[src/rtl/pipelined_barrel_shifter.sv]
// pipelined_barrel_shifter
//   Streams WIDTH-bit words through a log2(WIDTH)-deep shift pipeline.
//   Supports left/right logical, arithmetic and rotate shifts by a runtime amount.
//   A capture register sits in front of the shift stages, so a word accepted
//   at edge N is presented at edge N+LOG2W.
//   A global stall holds every rank while the output is valid and not taken.
// Ports
//   clk, rst               clock, synchronous active-high reset
//   in_valid/in_ready      input handshake (in_ready = !stall)
//   in_data, in_amt        word and amount (0..2*WIDTH-1)
//   in_lr                  1 = left, 0 = right
//   in_mode                00 logical, 01 arithmetic, 10 rotate, 11 = logical
//   out_valid/out_ready    output handshake
//   out_data               shifted word

// One shift rank: conditionally shifts by 2^K, then registers word + controls.
module pbs_stage #(
  parameter int WIDTH = 8,
  parameter int LOG2W = 3,
  parameter int K     = 0
) (
  input  logic             clk,
  input  logic             rst,
  input  logic             en,
  input  logic [WIDTH-1:0] i_word,
  input  logic [LOG2W-1:0] i_amt,
  input  logic             i_lr,
  input  logic [1:0]       i_mode,
  input  logic             i_sign,
  output logic [WIDTH-1:0] o_word,
  output logic [LOG2W-1:0] o_amt,
  output logic             o_lr,
  output logic [1:0]       o_mode,
  output logic             o_sign
);
  localparam int SH = 1 << K;

  logic [2*WIDTH-1:0] w_dbl;
  logic [WIDTH-1:0]   w_fill;
  logic [WIDTH-1:0]   w_shift;

  // Doubled word: any WIDTH-wide window of it is a rotation.
  assign w_dbl  = {i_word, i_word};
  // Arithmetic right fills the vacated top bits with the original sign.
  assign w_fill = (i_mode == 2'b01 && i_sign) ? ~({WIDTH{1'b1}} >> SH) : {WIDTH{1'b0}};

  always_comb begin
    w_shift = i_word;
    if (i_amt[K]) begin
      if (i_mode == 2'b10)
        w_shift = i_lr ? w_dbl[2*WIDTH-1-SH -: WIDTH] : w_dbl[SH +: WIDTH];
      else if (i_lr)
        w_shift = i_word << SH;
      else
        w_shift = (i_word >> SH) | w_fill;
    end
  end

  always_ff @(posedge clk) begin
    if (rst) begin
      o_word <= '0;
      o_amt  <= '0;
      o_lr   <= 1'b0;
      o_mode <= 2'b00;
      o_sign <= 1'b0;
    end else if (en) begin
      o_word <= w_shift;
      o_amt  <= i_amt;
      o_lr   <= i_lr;
      o_mode <= i_mode;
      o_sign <= i_sign;
    end
  end
endmodule

module pipelined_barrel_shifter #(
  parameter int WIDTH = 8
) (
  input  logic                     clk,
  input  logic                     rst,
  input  logic                     in_valid,
  output logic                     in_ready,
  input  logic [WIDTH-1:0]         in_data,
  input  logic [$clog2(WIDTH):0]   in_amt,
  input  logic                     in_lr,
  input  logic [1:0]               in_mode,
  output logic                     out_valid,
  input  logic                     out_ready,
  output logic [WIDTH-1:0]         out_data
);
  localparam int LOG2W = $clog2(WIDTH);
  localparam int AW    = LOG2W + 1;

  // vld_pipe[0] = capture rank, vld_pipe[k+1] = shift stage k
  logic [LOG2W:0] vld_pipe;
  logic           w_stall;

  logic [WIDTH-1:0] r_c_data;
  logic [AW-1:0]    r_c_amt;
  logic             r_c_lr;
  logic [1:0]       r_c_mode;

  logic [1:0]       w_mode_n;
  logic             w_sat;
  logic [WIDTH-1:0] w_s0_word;
  logic [LOG2W-1:0] w_s0_amt;

  logic [LOG2W-1:0][WIDTH-1:0] w_st_word, r_st_word;
  logic [LOG2W-1:0][LOG2W-1:0] w_st_amt,  r_st_amt;
  logic [LOG2W-1:0][1:0]       w_st_mode, r_st_mode;
  logic [LOG2W-1:0]            w_st_lr,   r_st_lr;
  logic [LOG2W-1:0]            w_st_sign, r_st_sign;
  logic                        w_unused;

  assign w_stall   = vld_pipe[LOG2W] && !out_ready;
  assign in_ready  = !w_stall;
  assign out_valid = vld_pipe[LOG2W];
  assign out_data  = r_st_word[LOG2W-1];

  always_ff @(posedge clk) begin
    if (rst) begin
      vld_pipe <= '0;
      r_c_data <= '0;
      r_c_amt  <= '0;
      r_c_lr   <= 1'b0;
      r_c_mode <= 2'b00;
    end else if (!w_stall) begin
      vld_pipe <= {vld_pipe[LOG2W-1:0], in_valid};
      r_c_data <= in_data;
      r_c_amt  <= in_amt;
      r_c_lr   <= in_lr;
      r_c_mode <= in_mode;
    end
  end

  // Amounts >= WIDTH are settled here: non-rotate modes saturate to the fill
  // pattern and the remaining stages see a zero amount; rotate drops the MSB.
  assign w_mode_n  = (r_c_mode == 2'b11) ? 2'b00 : r_c_mode;
  assign w_sat     = r_c_amt[AW-1] && (w_mode_n != 2'b10);
  assign w_s0_word = !w_sat ? r_c_data :
                     (w_mode_n == 2'b01 && !r_c_lr && r_c_data[WIDTH-1]) ?
                     {WIDTH{1'b1}} : {WIDTH{1'b0}};
  assign w_s0_amt  = w_sat ? '0 : r_c_amt[LOG2W-1:0];

  for (genvar k = 0; k < LOG2W; k++) begin : g_st
    if (k == 0) begin : g_first
      assign w_st_word[k] = w_s0_word;
      assign w_st_amt[k]  = w_s0_amt;
      assign w_st_lr[k]   = r_c_lr;
      assign w_st_mode[k] = w_mode_n;
      assign w_st_sign[k] = r_c_data[WIDTH-1];
    end else begin : g_rest
      assign w_st_word[k] = r_st_word[k-1];
      assign w_st_amt[k]  = r_st_amt[k-1];
      assign w_st_lr[k]   = r_st_lr[k-1];
      assign w_st_mode[k] = r_st_mode[k-1];
      assign w_st_sign[k] = r_st_sign[k-1];
    end

    pbs_stage #(.WIDTH(WIDTH), .LOG2W(LOG2W), .K(k)) u_stage (
      .clk    (clk),
      .rst    (rst),
      .en     (!w_stall),
      .i_word (w_st_word[k]),
      .i_amt  (w_st_amt[k]),
      .i_lr   (w_st_lr[k]),
      .i_mode (w_st_mode[k]),
      .i_sign (w_st_sign[k]),
      .o_word (r_st_word[k]),
      .o_amt  (r_st_amt[k]),
      .o_lr   (r_st_lr[k]),
      .o_mode (r_st_mode[k]),
      .o_sign (r_st_sign[k])
    );
  end

  // Last stage's control copies have no consumer.
  assign w_unused = ^{r_st_amt[LOG2W-1], r_st_lr[LOG2W-1],
                      r_st_mode[LOG2W-1], r_st_sign[LOG2W-1]};
endmodule
[config.mk]
export PLATFORM = sky130hd
export DESIGN_NAME = pipelined_barrel_shifter
export DESIGN_NICKNAME = d
export VERILOG_FILES = /design/src/rtl/pipelined_barrel_shifter.sv
export SDC_FILE = /design/constraint.sdc
export NUM_CORES = 1
export LEC_CHECK = 0
export ABC_CLOCK_PERIOD_IN_PS = 1500
export BUFFER_PORTS_ARGS = -buffer_cell sky130_fd_sc_hd__buf_4
export CAP_MARGIN = 0
export CELL_PAD_IN_SITES_DETAIL_PLACEMENT = 1
export CELL_PAD_IN_SITES_GLOBAL_PLACEMENT = 1
export CORE_MARGIN = 2
export CORE_UTILIZATION = 43
export DETAILED_ROUTE_END_ITERATION = 16
export PLACE_DENSITY = 0.74
export SETUP_SLACK_MARGIN = 0.05
export SLEW_MARGIN = 0
export SYNTH_ARGS = -nofsm -noshare
export SYNTH_HDL_FRONTEND = slang
export SYNTH_SLANG_ARGS = --single-unit
export TNS_END_PERCENT = 50
[constraint.sdc]
create_clock -name clk -period 1.5 [get_ports clk]
set_input_delay 0.15 -clock clk [delete_from_list [all_inputs] [get_ports clk]]
set_output_delay 0.15 -clock clk [all_outputs]
set_load 0.03 [all_outputs]
# After elaboration in Yosys (flattened, before gate mapping)
# Index checks and enable logic that the tools add are counted.
dict set report totals {
  register_bits 57
  inputBits 19
  output_inout_bits 10
}
dict set report classes {
  eq_ne 8
  muxes 18
  bitwise 3
  reduce_logical 10
}
# cell count
set op_table {}
lappend op_table {{8-bit 2-to-1 mux} 16}
lappend op_table {{2-bit equality test (second input constant)} 4}
lappend op_table {{4-bit by 8-bit OR with 8-bit output} 1}
lappend op_table {{6-bit by 8-bit OR with 8-bit output} 1}
lappend op_table {{7-bit by 8-bit OR with 8-bit output} 1}
lappend op_table {{1-bit logical AND} 7}
lappend op_table {{2-bit by 1-bit equality test with 1-bit output (second input constant)} 3}
lappend op_table {{1-bit logical NOT} 3}
lappend op_table {{3-bit 2-to-1 mux} 1}
lappend op_table {{2-bit 2-to-1 mux} 1}
lappend op_table {{2-bit inequality test (second input constant)} 1}

# Longest topological paths before layout
# Gate-level depths: netlist of run 1.
dict set report logic_depth {
  depth_word 11
  depth_mapped 6
  mapped_depth_nobuf 4
}

# By module
# A second synthesis of run 1 with hierarchy kept.
dict set report hier_totals {
  hier_cells 327
  hier_area_um2 2981.6
}
# mod n_inst cells_each area_per_inst_um2 seq_area_each_um2
set modules_own_cells {}
lappend modules_own_cells {pipelined_barrel_shifter 1 100 803.3 380.4}
lappend modules_own_cells {{pbs_stage (g_st[0].u_stage)} 1 81 772.0 300.3}
lappend modules_own_cells {{pbs_stage (g_st[1].u_stage)} 1 78 729.4 300.3}
lappend modules_own_cells {{pbs_stage (g_st[2].u_stage)} 1 68 676.9 300.3}

# Least setup slack after synthesis of run 1
# OpenSTA, ideal clock, no wires.
dict set report synth_timing {
  kind {register to register}
  startpoint {register vld_pipe[3]}
  endpoint {register r_c_data[4]}
  setup_ps 71
  arrival_time_ps 1439
  setup_slack_ps -9
  path_stages_with_launch 6
  path_buffers 1
  path_cell_list {dfxtp_1 and2b_1 inv_2 clkbuf_1 nand2_1 a21oi_1}
}
dict set report synth_via {
  elab_chain_cells 1
}
# item line_no
set synth_lines {}
lappend synth_lines {{from (decl)} 95} ;# logic [LOG2W:0] vld_pipe;
lappend synth_lines {{from (signal assigned)} 128} ;# vld_pipe <= {vld_pipe[LOG2W-1:0], in_valid};
lappend synth_lines {{1-bit logical AND} 115} ;# assign w_stall = vld_pipe[LOG2W] && !out_ready;
lappend synth_lines {{to (signal assigned)} 129} ;# r_c_data <= in_data;
lappend synth_lines {{to (decl)} 98} ;# logic [WIDTH-1:0] r_c_data;
# Every way passes these cells.
# A chain may end at the register's enable or synchronous reset.

# Final worst setup path of run 1
dict set report layout_timing {
  startpoint {register vld_pipe[3]}
  endpoint {output in_ready}
}
dict set report layout_via {
  elab_chain_cells 2
}
# item line_no
set layout_lines {}
lappend layout_lines {{1-bit logical AND} 115}
lappend layout_lines {{1-bit logical NOT} --}
lappend layout_lines {{to (decl)} 82} ;# output logic in_ready,
# Every way passes these cells.

==> results of run 1 <==
-- power by group --
part           switching [mW]  total, mW  leakage [nW]  internal (mW)
logic                   0.219      0.409         0.623          0.190
registers              0.0703       1.58         0.445           1.51
clock network           0.534       1.04        0.0587          0.507
-- critical path: cells and delay by family, from the launching register on --
| kind | cells | cell delay (ns) |
|---|---|---|
| flops | 1 | 0.32 |
| simple gates | 1 | 0.24 |
| buf+inv | 3 | 0.38 |
-- logic make-up (layout without fill, tap and decap cells) --
| group | count (synthesis) | after routing | share of synthesized area |
|---|---|---|---|
| muxes | 6 | 6 | 0.0234 |
| buffers and inverters | 32 | 58 | 0.0600 |
| and+or+nand+nor | 116 | 116 | 0.214 |
| AOI/OAI and AO/OA | 100 | 100 | 0.281 |
| DFF | 54 | 54 | 0.421 |
-- worst paths after layout --
kind | start | end | slack [ns] | cells after the start
setup / recovery | vld_pipe[3] | in_ready | 0.07 | 4
hold / removal | in_mode[0] | r_c_mode[0] | 0.06 | 3
setup reg to reg | r_c_mode[0] | g_st[0].u_stage.o_word[1] | 0.13 | 4
hold reg to reg | g_st[2].u_stage.o_word[4] | g_st[2].u_stage.o_word[4] | 0.46 | 2
-- what timing repair did --
item                       CTS  global route
setup endpoints to repair    1             8
gates resized for setup      2             4
gates cloned                 0             0
hold buffers                 0             0
buffers inserted             1             0
-- registers in the layout, indices dropped and copies added (netlist names) --
| name | cells |
|---|---|
| g_st.u_stage.o_lr | 2 |
| vld_pipe | 4 |
| g_st.u_stage.o_mode | 4 |
| r_c_lr | 1 |
| g_st.u_stage.o_word | 24 |
| r_c_amt | 4 |
| r_c_data | 8 |
| r_c_mode | 2 |
| g_st.u_stage.o_sign | 2 |
| g_st.u_stage.o_amt | 3 |
-- layer usage --
layer  up-vias  GRT usage  share of wire
met3         3     0.0367          0.020
li1       1140          -              -
met2        19      0.363           0.48
met4         0     0.0559         0.0065
met1      1094      0.295           0.49
met5         -          0              0
-- placed cells by master (no fill, tap or decap), types with 2 or more instances in the layout --
| cell type | n |
|---|---|
| sky130_fd_sc_hd__nand2_1 | 71 |
| sky130_fd_sc_hd__dfxtp_1 | 51 |
| sky130_fd_sc_hd__a21oi_1 | 44 |
| sky130_fd_sc_hd__buf_4 | 40 |
| sky130_fd_sc_hd__nor2_1 | 18 |
| sky130_fd_sc_hd__o221ai_1 | 8 |
| sky130_fd_sc_hd__mux2i_1 | 6 |
| sky130_fd_sc_hd__a22o_1 | 5 |
| sky130_fd_sc_hd__inv_1 | 5 |
| sky130_fd_sc_hd__a211oi_1 | 5 |
| sky130_fd_sc_hd__nor3_1 | 5 |
| sky130_fd_sc_hd__clkbuf_8 | 5 |
| sky130_fd_sc_hd__o21ai_2 | 4 |
| sky130_fd_sc_hd__a221oi_2 | 4 |
| sky130_fd_sc_hd__nand2b_1 | 4 |
| sky130_fd_sc_hd__a21boi_0 | 4 |
| sky130_fd_sc_hd__a221oi_1 | 4 |
| sky130_fd_sc_hd__o21ai_0 | 3 |
| sky130_fd_sc_hd__o21bai_1 | 3 |
| sky130_fd_sc_hd__nand3_1 | 3 |
| sky130_fd_sc_hd__dfxtp_2 | 3 |
| sky130_fd_sc_hd__and2_4 | 2 |
| sky130_fd_sc_hd__o21ai_1 | 2 |
| sky130_fd_sc_hd__a21o_1 | 2 |
| sky130_fd_sc_hd__o211ai_1 | 2 |
| sky130_fd_sc_hd__buf_12 | 2 |
-- stage by stage --
step	instances	hold WS, ns
3_3_place_gp	400	0.407
4_1_cts	409	0.0571
3_5_place_dp	400	0.413
5_1_grt	409	0.0665
2_1_floorplan	308	0.290
6_report	409	0.0574
-- layout make-up --
cell class / count / area (sq um)
repair buffers: 43 / 352
well taps: 75 / 93.8
clock buffers: 5 / 68.8
flip-flops and latches: 54 / 1080
multi-input cells: 222 / 1340
fillers: 699 / 2840
inverters: 7 / 28.8
clock inverters: 3 / 47.5
==> metrics.md, run 1 <==
| Metric | Value |
|---|---|
| Result of the run | `completed` |
| Count of pins over their slew limit | `0` |
| Fraction of the yosys area taken by sequential cells | `0.421` |
| Vias/cell | `approximately 5.5` |
| Setup WS pre-CTS | `a little over 0.09 ns` |
| Final setup TNS | `0 ns` |
| Diodes inserted | `0` |
| Initial antenna violation count | `0` |
| Port-buffer cells | `28` |
| Fmax achieved | `approximately 700 MHz` |
| Standard-cell row count | `28` |
| Die footprint | `approximately 6600 sq um` |
| Insertion delay to the later sink of the worst-skew pair | `0.32 ns` |
| Worst slew margin | `0.617` |
| Core box area | `about 5900 sq um` |
| Vias post-DR | `2256` |
| Via count of the first global-routing pass | `roughly 2300` |
| Standby leakage power | `1.13 nW` |
| Total of flip-flops plus latches after synthesis | `54` |
| Placer congestion estimate | `just over 0.8` |
| Hold WC Path Type | `in2reg` |
| Finished Core Util | `0.515` |
| Total wire length | `between 6 and 7 mm` |
| Horizontal extent of the die | `81.2 microns` |
| Post-route ant nets | `0` |
| Worst Setup Slack, final | `0.0709 ns` |
| Area leader, netlist | `sky130_fd_sc_hd__dfxtp_1` |
| Largest stage delay on the critical path | `~0.32 ns` |
| YS warnings | `0` |
| Drt first pass iters | `4` |
| Area after DPL | `~2900 sq um` |
| Remaining routing DRC violations | `0` |
| Maximum capacitance violations | `0` |
| Clock H-tree levels | `2` |
| GR Util All Layers | `0.219` |
| Synthesized net count | `approximately 330` |
| Clock edge transition at the registers on the reported setup and hold paths | `about 0.11 ns` |
| RSZ-0062 raised after global routing | `yes` |
| Initial core utilization | `0.438` |
| Leading post-synthesis cells by instance count | `sky130_fd_sc_hd__nand2_1, sky130_fd_sc_hd__dfxtp_1, sky130_fd_sc_hd__a21oi_1` |
| Worst setup path category | `reg2out` |
| First DRT Iteration DRCs | `between 100 and 150` |
| Fin Clk Skew | `0.0142 ns` |
| Most repeated cell in the gate-level netlist after synthesis | `sky130_fd_sc_hd__nand2_1` |
| Largest driver fanout on the critical path | `12` |
| Leading cell types by total area after synthesis | `sky130_fd_sc_hd__dfxtp_1, sky130_fd_sc_hd__nand2_1, sky130_fd_sc_hd__a21oi_1` |
| Async set or reset register ratio after synthesis | `0` |
| Post-DP HPWL | `~4.7 mm` |
| PwrDens | `approximately 1000 nW/um^2` |
| Main flop type after synthesis | `sky130_fd_sc_hd__dfxtp_1` |
| CTS tree | `built` |
| Number of unique standard cell types used by synthesis | `around 50` |
| Routed length per instance | `~16 microns` |
| Height of the chip | `~81 microns` |
| Area added between synthesis and finish | `17.5%` |
| First-pass GRT wire length | `between 10 and 15 mm` |
| Master cell of the clock root buffer | `sky130_fd_sc_hd__clkbuf_8` |
| Avg Synthesized Cell Area | `approximately 8.3 sq um` |
| Final Cell Area | `3010 sq um` |
| Cell breakdown of the critical path | `and2b_2 > inv_4 > buf_6 > buf_4` |
| Slowest stage cell on the critical path | `sky130_fd_sc_hd__dfxtp_1` |
| Final Hold Violating Endpoints | `0` |
| Sort of element at the start of the critical path | `register` |
| Share of the clock period used by the worst path after layout | `0.953` |
| Required time of the critical path | `roughly 1.4 ns` |
| Post-synth EDFFs | `0` |
| Max Root-Sink Buffers | `2` |
| Time the final worst path needs with I/O delays and setup | `1.43 ns` |
| Number of instances in the synthesized netlist | `308` |
| Fraction of final layout cells sized beyond drive strength 1 | `0.231` |
| Netlist area before placement | `approximately 2600 sq um` |
| Worst vdd ir | `0.558 mV` |
| Synth top area share | `0.421` |
| Critical path data arrival time | `between 1 and 1.5 ns` |
| Final Power | `3.03 mW` |
| Total clock buffers created by CTS | `5` |
| Final number of setup-violating endpoints | `0` |
| Pin count of the biggest net entering global routing | `55` |
| Remaining Overflow, GRT | `0` |
| Tightest Pin Transition | `around 0.58 ns` |
| Net total in the final layout | `352` |
| Count of clock tree sinks | `54` |
| Top-Level Pins | `29` |
| Capturing element type of the critical path | `primary output` |
Note: power is estimated with default switching activity, not from simulation.
==> run 2, diff against run 1 <==
- ABC_AREA: unset -> 1
- CORE_UTILIZATION: 43 -> 42
- PLACE_DENSITY: 0.74 -> 0.75
- SETUP_SLACK_MARGIN: 0.05 -> 0.2
- TNS_END_PERCENT: 50 -> unset
==> metrics.md, run 2 <==
| Metric | Value |
|---|---|
| Horizontal extent of the die | `approximately 80 microns` |
| PwrDens | `approximately 950 nW/um^2` |
| Portion of netlist area occupied by mux cells | `0` |
| Post-DP HPWL | `approximately 4.6 mm` |
| Compound-gate portion of the synthesized area | `0.270` |
| Final Cell Area | `between 3000 and 4000 sq um` |
| Total wire length | `~8 mm` |
| Clock edge transition at the registers on the reported setup and hold paths | `0.10 ns` |
| Placer congestion estimate | `between 0.8 and 0.9` |
| Count of non-filler cells in the finished layout | `between 400 and 500` |
| Total of flip-flops plus latches after synthesis | `54` |
| Pin count of the biggest net entering global routing | `53` |
| Leading post-synthesis cells by instance count | `sky130_fd_sc_hd__o21ai_0, sky130_fd_sc_hd__dfxtp_1, sky130_fd_sc_hd__nor2_1` |
| Required time of the critical path | `between 1 and 1.5 ns` |
| Origin of the critical flop-to-flop path | `vld_pipe[3]` |
| Master cell of the clock root buffer | `sky130_fd_sc_hd__clkbuf_8` |
| Vias/cell | `approximately 5.3` |
| Netlist area before placement | `between 2000 and 3000 sq um` |
| Number of instances in the synthesized netlist | `roughly 350` |
| First-pass GRT wire length | `~12 mm` |
| RSZ-0062 raised after global routing | `yes` |
| Standard-cell row count | `28` |
| Endpoint of the most critical setup path | `in_ready` |
| Main flop type after synthesis | `sky130_fd_sc_hd__dfxtp_1` |
| Insertion delay to the later sink of the worst-skew pair | `roughly 0.31 ns` |
| Remaining Overflow, GRT | `0` |
| Finished Core Util | `0.569` |
| Number of unique standard cell types used by synthesis | `31` |
| Largest regs | `g_st.u_stage.o_word (24), r_c_data (8)` |
| First DRT Iteration DRCs | `about 120` |
| Share of synthesized cell area in full adder, half adder and majority cells | `0` |
| Via count of the first global-routing pass | `about 2500` |
| Slack of the worst reg-to-reg path | `between 0.15 and 0.2 ns` |
| Avg Synthesized Cell Area | `a little over 7 sq um` |
| Diodes inserted | `0` |
| Capturing element type of the critical path | `primary output` |
| Fraction of the yosys area taken by sequential cells | `0.426` |
| Synthesized net count | `370` |
| Leading cell types by total area after synthesis | `sky130_fd_sc_hd__dfxtp_1, sky130_fd_sc_hd__o21ai_0, sky130_fd_sc_hd__a21oi_1` |
| Worst setup path category | `reg2out` |
| Fin Clk Skew | `approximately 0.0066 ns` |
| Max Root-Sink Buffers | `2` |
| Met2 demand-to-capacity share in global routing | `0.426` |
| Routed length per instance | `~17 microns` |
| Worst slew margin | `0.700` |
| Vias post-DR | `~2500` |
| Final number of setup-violating endpoints | `0` |
| Met1 global-route usage | `0.281` |
| Core box area | `slightly below 6000 sq um` |
| CP startpoint | `vld_pipe[3]` |
| Top-Level Pins | `29` |
| Tightest Pin Transition | `~0.44 ns` |
| Worst vdd ir | `0.568 mV` |
| Area after DPL | `~2800 sq um` |
| Final Hold Violating Endpoints | `0` |
| Fraction of final layout cells sized beyond drive strength 1 | `0.286` |
| Final Power | `between 3 and 4 mW` |
| Busiest layer in global routing | `met2` |
| Setup WS pre-CTS | `approximately 0.11 ns` |
| Count of clock tree sinks | `54` |
| Height of the chip | `between 80 and 90 microns` |
| Area leader, netlist | `sky130_fd_sc_hd__dfxtp_1` |
| Die footprint | `~6700 sq um` |
| Post-route ant nets | `0` |
| Min-Delay Path Depth | `3` |
| Maximum capacitance violations | `0` |
| Fmax achieved | `741 MHz` |
| Worst Setup Slack, final | `between 0.15 and 0.2 ns` |
| Synth top area share | `0.426` |
| Async set or reset register ratio after synthesis | `0` |
| Critical path data arrival time | `around 1.2 ns` |
| Final worst hold slack | `0.0534 ns` |
| Initial antenna violation count | `0` |
| YS warnings | `0` |
| Share of the clock period used by the worst path after layout | `0.900` |
| Number of cells on the worst reg-to-reg path | `6` |
| Count of pins over their slew limit | `0` |
| Most repeated cell in the gate-level netlist after synthesis | `sky130_fd_sc_hd__o21ai_0` |
| Total clock buffers created by CTS | `5` |
| Area added between synthesis and finish | `31.8%` |
| Port-buffer cells | `28` |
| Clock H-tree levels | `2` |
| Result of the run | `completed` |
| Drt first pass iters | `4` |
| Remaining routing DRC violations | `0` |
| Number of flip-flops under the largest register name | `24` |
| Net total in the final layout | `410` |
| Cell count after placement | `between 400 and 500` |
| Largest driver fanout on the critical path | `4` |
| Time the final worst path needs with I/O delays and setup | `approximately 1.3 ns` |
| Initial core utilization | `0.432` |
| Endpoint of the worst-slack reg-to-reg timing path | `g_st[2].u_stage.o_word[0]` |
| XOR/XNOR share of the synthesized area | `0` |
| GR Util All Layers | `0.237` |
| Commonest non-fill, non-tap cells in the layout | `sky130_fd_sc_hd__dfxtp_1, sky130_fd_sc_hd__nor2_1, sky130_fd_sc_hd__buf_4, sky130_fd_sc_hd__nand2_1, sky130_fd_sc_hd__a21oi_1` |
| Routing usage on met3 | `0.0418` |
| Final setup TNS | `0 ns` |
| Sort of element at the start of the critical path | `register` |
| Reg with most FFs | `g_st.u_stage.o_word` |
| Most common library cell in the layout ignoring fill and taps | `sky130_fd_sc_hd__dfxtp_1` |
| Dominant combinational cell family by area after synthesis | `compound AO/OA/AOI/OAI gates` |
| Post-synth EDFFs | `0` |
| Standby leakage power | `about 1.4 nW` |
| Hold WC Path Type | `in2reg` |
| CTS tree | `built` |
| Post-synthesis share of cell area spent on and, or, nand and nor gates | `0.199` |
[run 2: cells by family (layout without fill, tap and decap cells)]
| logic type | count (synthesis) | count (layout) |
|---|---|---|
| DFF | 54 | 54 |
| and+or+nand+nor | 119 | 120 |
| buffers and inverters | 52 | 92 |
| AOI/OAI and AO/OA | 126 | 126 |
[run 2: worst min path at each step]
stage                from          end  slack [ns]
3_3_place_gp          rst  vld_pipe[3]        0.33
2_1_floorplan         rst  vld_pipe[3]        0.21
3_5_place_dp          rst  vld_pipe[3]        0.33
4_1_cts        in_data[0]  r_c_data[0]        0.05
5_1_grt         in_amt[2]   r_c_amt[2]        0.05
6_report       in_data[0]  r_c_data[0]        0.05
[run 2: where the power goes]
group / internal (mW) / switching (mW) / total (mW)
logic: 0.252 / 0.325 / 0.577
clock network: 0.499 / 0.493 / 0.992
registers: 1.53 / 0.0967 / 1.63
total: 2.28 / 0.915 / 3.20
[run 2: final cells by class]
class	count	area (sq um)
Fill cell	739	2540
Multi-Input combinational cell	246	1360
Sequential cell	54	1090
Timing Repair Buffer	55	554
Inverter	29	141
Tap cell	75	93.8
Clock buffer	6	72.6
Clock inverter	2	37.5
[run 2: per-layer routing]
| metal | part of all wire | vias to the layer above | wire length [microns] |
|---|---|---|---|
| met2 | 0.52 | 43 | 4080 |
| li1 | - | 1254 | - |
| met1 | 0.43 | 1187 | 3340 |
| met5 | 0 | - | 0 |
| met4 | 0.025 | 0 | 195 |
| met3 | 0.022 | 14 | 168 |
[run 2: critical path: stages (launching register included)]
cell,delay (ns)
sky130_fd_sc_hd__dfxtp_2,0.34
sky130_fd_sc_hd__inv_2,0.03
sky130_fd_sc_hd__or2_4,0.25
sky130_fd_sc_hd__buf_12,0.14
sky130_fd_sc_hd__buf_8,0.13
[run 2: timing repair]
action | 4_1_cts | 5_1_grt
hold buffers | 1 | 0
buffers inserted | 3 | 8
cloned | 2 | 3
endpoints found under the setup margin | 49 | 40
endpoints found under the hold margin | 2 | 0
pin swaps | 2 | 6
resized for setup | 34 | 51
